[src/rtl/clock_mode_ctrl.sv]
// Button synchroniser/debouncer and mode FSM for the clock/stopwatch.
// Optional hold-to-repeat for up/down in the set modes: define AUTO_REPEAT_EN.
module clock_mode_ctrl #(
    parameter int DEBOUNCE_CYCLES = 1_000_000,
    parameter int REPEAT_DELAY    = 50_000_000,
    parameter int REPEAT_RATE     = 10_000_000
) (
    input  logic       clk,
    input  logic       reset_n,
    input  logic       btn_mode,
    input  logic       btn_up,
    input  logic       btn_down,
    input  logic       btn_action,
    output logic [1:0] mode,
    output logic       inc_pulse,
    output logic       dec_pulse,
    output logic       sw_run,
    output logic       sw_zero_pulse
);

`ifdef AUTO_REPEAT_EN
    localparam bit AR_EN = 1'b1;
`else
    localparam bit AR_EN = 1'b0;
`endif

    // One counter width fits every interval this build actually counts.
    localparam int CMAX =
        !AR_EN ? DEBOUNCE_CYCLES :
        (REPEAT_DELAY >= REPEAT_RATE && REPEAT_DELAY >= DEBOUNCE_CYCLES) ?
            REPEAT_DELAY :
        (REPEAT_RATE >= DEBOUNCE_CYCLES) ? REPEAT_RATE : DEBOUNCE_CYCLES;
    localparam int CW = (CMAX > 2) ? $clog2(CMAX) : 1;

    localparam logic [CW-1:0] DB_LAST = CW'(DEBOUNCE_CYCLES - 1);

    typedef enum logic [1:0] {
        RUN        = 2'b00,
        SET_HOUR   = 2'b01,
        SET_MINUTE = 2'b10,
        STOPWATCH  = 2'b11
    } mode_t;

    mode_t state;

    // Button bit order: 0 mode, 1 up, 2 down, 3 action.
    logic [3:0]    raw;
    logic [3:0]    sync1;
    logic [3:0]    sync2;
    logic [3:0]    deb;
    logic [3:0]    deb_prev;
    logic [3:0]    press;
    logic [CW-1:0] cnt [4];

    logic p_mode;
    logic p_up;
    logic p_down;
    logic p_action;

    assign raw      = {btn_action, btn_down, btn_up, btn_mode};
    assign press    = deb & ~deb_prev;
    assign p_mode   = press[0];
    assign p_up     = press[1];
    assign p_down   = press[2];
    assign p_action = press[3];
    assign mode     = state;

`ifdef AUTO_REPEAT_EN
    localparam logic [CW-1:0] RD_LAST = CW'(REPEAT_DELAY - 1);
    localparam logic [CW-1:0] RR_LAST = CW'(REPEAT_RATE - 1);

    logic [CW-1:0] rep_cnt;
    logic          rep_armed;
    logic          rep_dn;
    logic          rep_first;
    logic          hold_ok;
    logic          rep_hit;

    // The repeating button must still be the only one of up/down held.
    assign hold_ok = rep_dn ? (deb[2] & ~deb[1]) : (deb[1] & ~deb[2]);
    assign rep_hit = rep_first ? (rep_cnt == RD_LAST) : (rep_cnt == RR_LAST);
`endif

    // Two-flop synchronise each button, then accept a level once it has
    // disagreed with the debounced value for DEBOUNCE_CYCLES straight cycles.
    always_ff @(posedge clk) begin
        if (!reset_n) begin
            sync1    <= '0;
            sync2    <= '0;
            deb      <= '0;
            deb_prev <= '0;
            for (int i = 0; i < 4; i++) cnt[i] <= '0;
        end else begin
            sync1    <= raw;
            sync2    <= sync1;
            deb_prev <= deb;
            for (int i = 0; i < 4; i++) begin
                if (sync2[i] == deb[i]) begin
                    cnt[i] <= '0;
                end else if (cnt[i] == DB_LAST) begin
                    deb[i] <= sync2[i];
                    cnt[i] <= '0;
                end else begin
                    cnt[i] <= cnt[i] + CW'(1);
                end
            end
        end
    end

    // Mode FSM with registered strobes; a mode press swallows other presses.
    always_ff @(posedge clk) begin
        if (!reset_n) begin
            state         <= RUN;
            inc_pulse     <= 1'b0;
            dec_pulse     <= 1'b0;
            sw_run        <= 1'b0;
            sw_zero_pulse <= 1'b0;
`ifdef AUTO_REPEAT_EN
            rep_cnt   <= '0;
            rep_armed <= 1'b0;
            rep_dn    <= 1'b0;
            rep_first <= 1'b0;
`endif
        end else begin
            inc_pulse     <= 1'b0;
            dec_pulse     <= 1'b0;
            sw_zero_pulse <= 1'b0;
`ifdef AUTO_REPEAT_EN
            rep_cnt   <= '0;
            rep_armed <= 1'b0;
`endif
            if (p_mode) begin
                // Encoding order is the mode cycle, so +1 wraps correctly.
                state <= mode_t'(state + 2'd1);
                if (state == STOPWATCH) sw_run <= 1'b0;
            end else begin
                unique case (state)
                    SET_HOUR, SET_MINUTE: begin
                        if (p_up && !p_down) begin
                            inc_pulse <= 1'b1;
`ifdef AUTO_REPEAT_EN
                            rep_armed <= 1'b1;
                            rep_dn    <= 1'b0;
                            rep_first <= 1'b1;
`endif
                        end else if (p_down && !p_up) begin
                            dec_pulse <= 1'b1;
`ifdef AUTO_REPEAT_EN
                            rep_armed <= 1'b1;
                            rep_dn    <= 1'b1;
                            rep_first <= 1'b1;
`endif
                        end
`ifdef AUTO_REPEAT_EN
                        else if (rep_armed && hold_ok) begin
                            rep_armed <= 1'b1;
                            if (rep_hit) begin
                                rep_first <= 1'b0;
                                inc_pulse <= ~rep_dn;
                                dec_pulse <= rep_dn;
                            end else begin
                                rep_cnt <= rep_cnt + CW'(1);
                            end
                        end
`endif
                    end
                    STOPWATCH: begin
                        if (p_action) sw_run <= ~sw_run;
                        if (p_down && !sw_run) sw_zero_pulse <= 1'b1;
                    end
                    default: begin
                    end
                endcase
            end
        end
    end

endmodule

[config.mk]
export PLATFORM = sky130hd
export DESIGN_NAME = clock_mode_ctrl
export DESIGN_NICKNAME = d
export VERILOG_FILES = /design/src/rtl/clock_mode_ctrl.sv
export SDC_FILE = /design/constraint.sdc
export NUM_CORES = 1
export LEC_CHECK = 0
export ABC_CLOCK_PERIOD_IN_PS = 2500
export CAP_MARGIN = 25
export CORE_ASPECT_RATIO = 0.9
export CORE_MARGIN = 4
export CORE_UTILIZATION = 62
export CTS_CLUSTER_DIAMETER = 150
export DETAILED_ROUTE_END_ITERATION = 6
export PLACE_DENSITY = 0.8
export SLEW_MARGIN = 10
export SYNTH_ARGS = -nofsm -noshare
export SYNTH_HDL_FRONTEND = slang
export SYNTH_SLANG_ARGS = --single-unit
[constraint.sdc]
create_clock -name clk -period 2.5 [get_ports clk]
set_input_delay 0.375 -clock clk [delete_from_list [all_inputs] [get_ports clk]]
set_output_delay 0.375 -clock clk [all_outputs]
set_load 0.01 [all_outputs]
==> run metrics, run 1 <==
first-pass GRT wire length 15,930 microns; crit path max fanout 19; Net Sw Frac 21.26%; Synth top area share 46.89%; P_int 0.002533 W; worst endpoint required time 2620 ps; reg-to-reg slack, setup 310 ps; clock-pin slew on the worst setup and hold paths ~90 ps; CP startpoint kind register; drt drc 0; I/O pins 12; area leader, netlist edfxtp_1; Hold Path Depth 1; Chip Width around 100 microns; status finished, final reports clean; Area contributors post-synth edfxtp_1, dfxtp_1, xor2_1, nor2_1, a21oi_1; Psw around 0.00068 W; post-layout net count 586; count of final hold-check violations 0; #FFs+latches synth 102; CTS tree built; placed cell count 663; root buf cell clkbuf_8; clock latency on the worst-skew pair 370 ps; Worst Hold Endpoint sync2[1]; Post-Syn Instances 483; Core ar. 0.008068 sq mm; Final Util 72.74%; DR top layer met4; initial core utilization about 64%; Slew HR 65.05%; row cnt 31; Setup violations, final 0; post-CTS setup buffer count 0; worst r2r src cnt[2][12]; # clock sinks 102; overall routing resource usage between 10% and 20%; final wirelength 8904 microns; worst hold path class reg2reg; Post-CTS Resized 0; Cell variety after synth 40; Initial DRC Count 136; multi-input logic area roughly 0.0024 sq mm; maximum vdd drop 0.4380 mV; overall power 0.003217 W; clock skew around 17 ps; Syn. warnings 0; Num CTS Buffers 9; placer congestion estimate 0.8172; Met1 Wirelength 4151 microns; Max Freq ~0.46 GHz; drt first pass iters 4; sequential fraction of the synthesis area 55.48%; # diodes 0; Least-Margin Pin Slew 522.6 ps; I/O Buffers 11; die area 0.009784 sq mm; DR WL met3 roughly 220 microns; final cell count without fillers 679; share of post-route cells with drive strength above 1 4.310%; RSZ-0062 raised after global routing false; H-Tree Depth 3; cts hold-fix bufs 0; leakage power 2.071 nW; fin crit share 87.56%; GR Overflow Total 0; DP HPWL 6303 microns; max_cap viols 0; drt wl/cell 13.11 microns; Critical R2R Capture cnt[2][6]; initial antenna violation count 0; hold path start sync1[1]; Cell Area, Synth roughly 0.005 sq mm; r2r worst-path depth 5; area added between synthesis and finish 14.53%; clock power share roughly a third; Fillers about 620; via count 3,692; vias in the first global route ~3,500; synthesized area per cell 10.61 sq um; final slew viol count 0; nature of the critical path endpoint register; Clock Tree Buf Depth 2; crit path kind reg2reg; FF/Latch Area 0.002843 sq mm; Die H 94.24 microns; Vias/cell 5.437; sequential share of power approximately 61%; largest net degree at the start of global routing 21; Met2 Wirelength ~4500 microns; critical path arrival 2310 ps; antenna-violating nets left 0; pwr dens 548.2 mW/mm^2; min cycle time layout 2189 ps; Combinational Power Share roughly 4.2%; total negative slack 0 ps
-- worst max-delay path by stage --
| stage | from | endpoint | slack [ps] | cells after the start |
|---|---|---|---|---|
| 4_1_cts | cnt[2][12] | cnt[2][18] | 300 | 5 |
| 3_3_place_gp | cnt[2][12] | cnt[2][5] | 370 | 5 |
| 5_1_grt | cnt[2][12] | cnt[2][17] | 230 | 5 |
| 2_1_floorplan | cnt[2][12] | cnt[2][8] | 340 | 5 |
| 6_report | cnt[2][12] | cnt[2][6] | 310 | 5 |
| 3_5_place_dp | cnt[2][12] | cnt[2][9] | 320 | 5 |
-- flip-flops by register name (all words and copies together), names as in the netlist --
| signal | count |
|---|---|
| cnt | 80 |
| deb | 4 |
| deb_prev | 4 |
| sync1 | 4 |
| sync2 | 4 |
| mode | 2 |
| dec_pulse | 1 |
| inc_pulse | 1 |
| sw_run | 1 |
| sw_zero_pulse | 1 |
-- cell usage after synthesis (all sizes together) --
| library cell | count |
|---|---|
| a21oi | 32 |
| and2 | 20 |
| and3 | 8 |
| and4 | 7 |
| buf | 2 |
| clkbuf | 14 |
| conb | 1 |
| dfxtp | 22 |
| edfxtp | 80 |
| ha | 5 |
| inv | 17 |
| mux2i | 1 |
| nand2 | 22 |
| nand2b | 3 |
| nand3 | 27 |
| nand3b | 2 |
| nand4 | 19 |
| nand4b | 2 |
| nor2 | 54 |
| nor2b | 4 |
| nor3 | 5 |
| nor3b | 2 |
| nor4 | 5 |
| nor4b | 3 |
| nor4bb | 2 |
| o211ai | 4 |
| o21a | 2 |
| o21ai | 21 |
| o31ai | 11 |
| or2 | 1 |
| or3 | 22 |
| or4 | 13 |
| or4b | 1 |
| xnor2 | 14 |
| xor2 | 35 |
-- layout by cell type, fill, tap and decap left out, types with 4 or more instances in the layout --
master           count
conb_1              80
a21oi_1             32
and3_1               8
ha_1                 5
nor3_1               5
and4_1               7
clkbuf_8            10
xor2_1              35
nand2_1             22
or4_1               12
nor2_1              54
nand3_1             27
nor4_1               5
xnor2_1             14
edfxtp_1            80
or3_1               22
o21ai_0             21
buf_4                6
dfxtp_1             22
nor2b_1              4
nand4_1             18
clkdlybuf4s50_1     11
o31ai_1             11
inv_1               17
and2_1              20
-- power by group through the flow --
| stage | clock network [W] | registers [W] | logic, W |
|---|---|---|---|
| after global routing | 0.00124 | 0.00196 | 0.000158 |
| final | 0.00114 | 0.00195 | 0.000135 |
| after global placement | 0 | 0.00198 | 0.000127 |
| after floorplan | 0 | 0.00197 | 0.000102 |
| after detailed placement | 0 | 0.00198 | 0.000130 |
| after CTS | 0.00115 | 0.00195 | 0.000132 |
-- critical path, stage by stage, from the launching register on --
cell,delay (ps)
edfxtp_1,460
or4b_1,530
or4_4,520
o211ai_4,190
buf_12,170
nor2_1,60
-- area by class of cell --
cell class	count	area share, %
tap	99	2.111
multi-input combinational	427	41.66
clock inverter	4	1.237
clock buffer	12	2.473
inverter	17	1.087
timing repair buffer	18	2.985
sequential	102	48.44
-- layer usage --
layer / vias to the layer above / GRT usage (%)
met4: 0 / 4.208
li1: 1879 / -
met2: 34 / 34.31
met3: 8 / 4.948
met5: - / 0
met1: 1771 / 25.70
-- per-stage QoR --
| stage | instance area (sq um) | hold slack [ps] | setup slack (ps) |
|---|---|---|---|
| 3_5_place_dp | 5650 | 421.6 | 324.0 |
| 2_1_floorplan | 5420 | 411.9 | 339.5 |
| 4_1_cts | 5868 | 443.5 | 303.8 |
| 6_report | 5868 | 438.5 | 311.0 |
| 5_1_grt | 5868 | 460.9 | 226.6 |
| 3_3_place_gp | 5650 | 417.6 | 365.7 |
-- logic make-up (layout without fill, tap and decap cells) --
| kind of cell | after synthesis | count (layout) | synth area share, % |
|---|---|---|---|
| AOI/OAI and AO/OA | 70 | 70 | 8.034 |
| xor gates and xnor gates | 49 | 49 | 8.376 |
| adders and majority gates | 5 | 5 | 1.221 |
| buffers and inverters | 33 | 51 | 2.588 |
| DFF | 102 | 102 | 55.48 |
| muxes | 1 | 1 | 0.1954 |
| other | 1 | 80 | 0.07319 |
| and+or+nand+nor | 222 | 222 | 24.03 |
Note: power is estimated with default switching activity, not from simulation.
==> run 2: changes to the inputs <==
--- a/config.mk
+++ b/config.mk
@@ -17,3 +17,4 @@
 export SYNTH_ARGS = -nofsm -noshare
 export SYNTH_HDL_FRONTEND = slang
 export SYNTH_SLANG_ARGS = --single-unit
+export TNS_END_PERCENT = 100
==> results of run 2 <==
No change in the layout: final DEF, timing and power equal those of run 1.
==> run 3: changes to the inputs <==
--- a/config.mk
+++ b/config.mk
@@ -6,7 +6,7 @@
 export NUM_CORES = 1
 export LEC_CHECK = 0
 export ABC_CLOCK_PERIOD_IN_PS = 2500
-export CAP_MARGIN = 25
+export CAP_MARGIN = 30
 export CORE_ASPECT_RATIO = 0.9
 export CORE_MARGIN = 4
 export CORE_UTILIZATION = 62
==> results of run 3 <==
No change in the layout: final DEF, timing and power equal those of run 1.
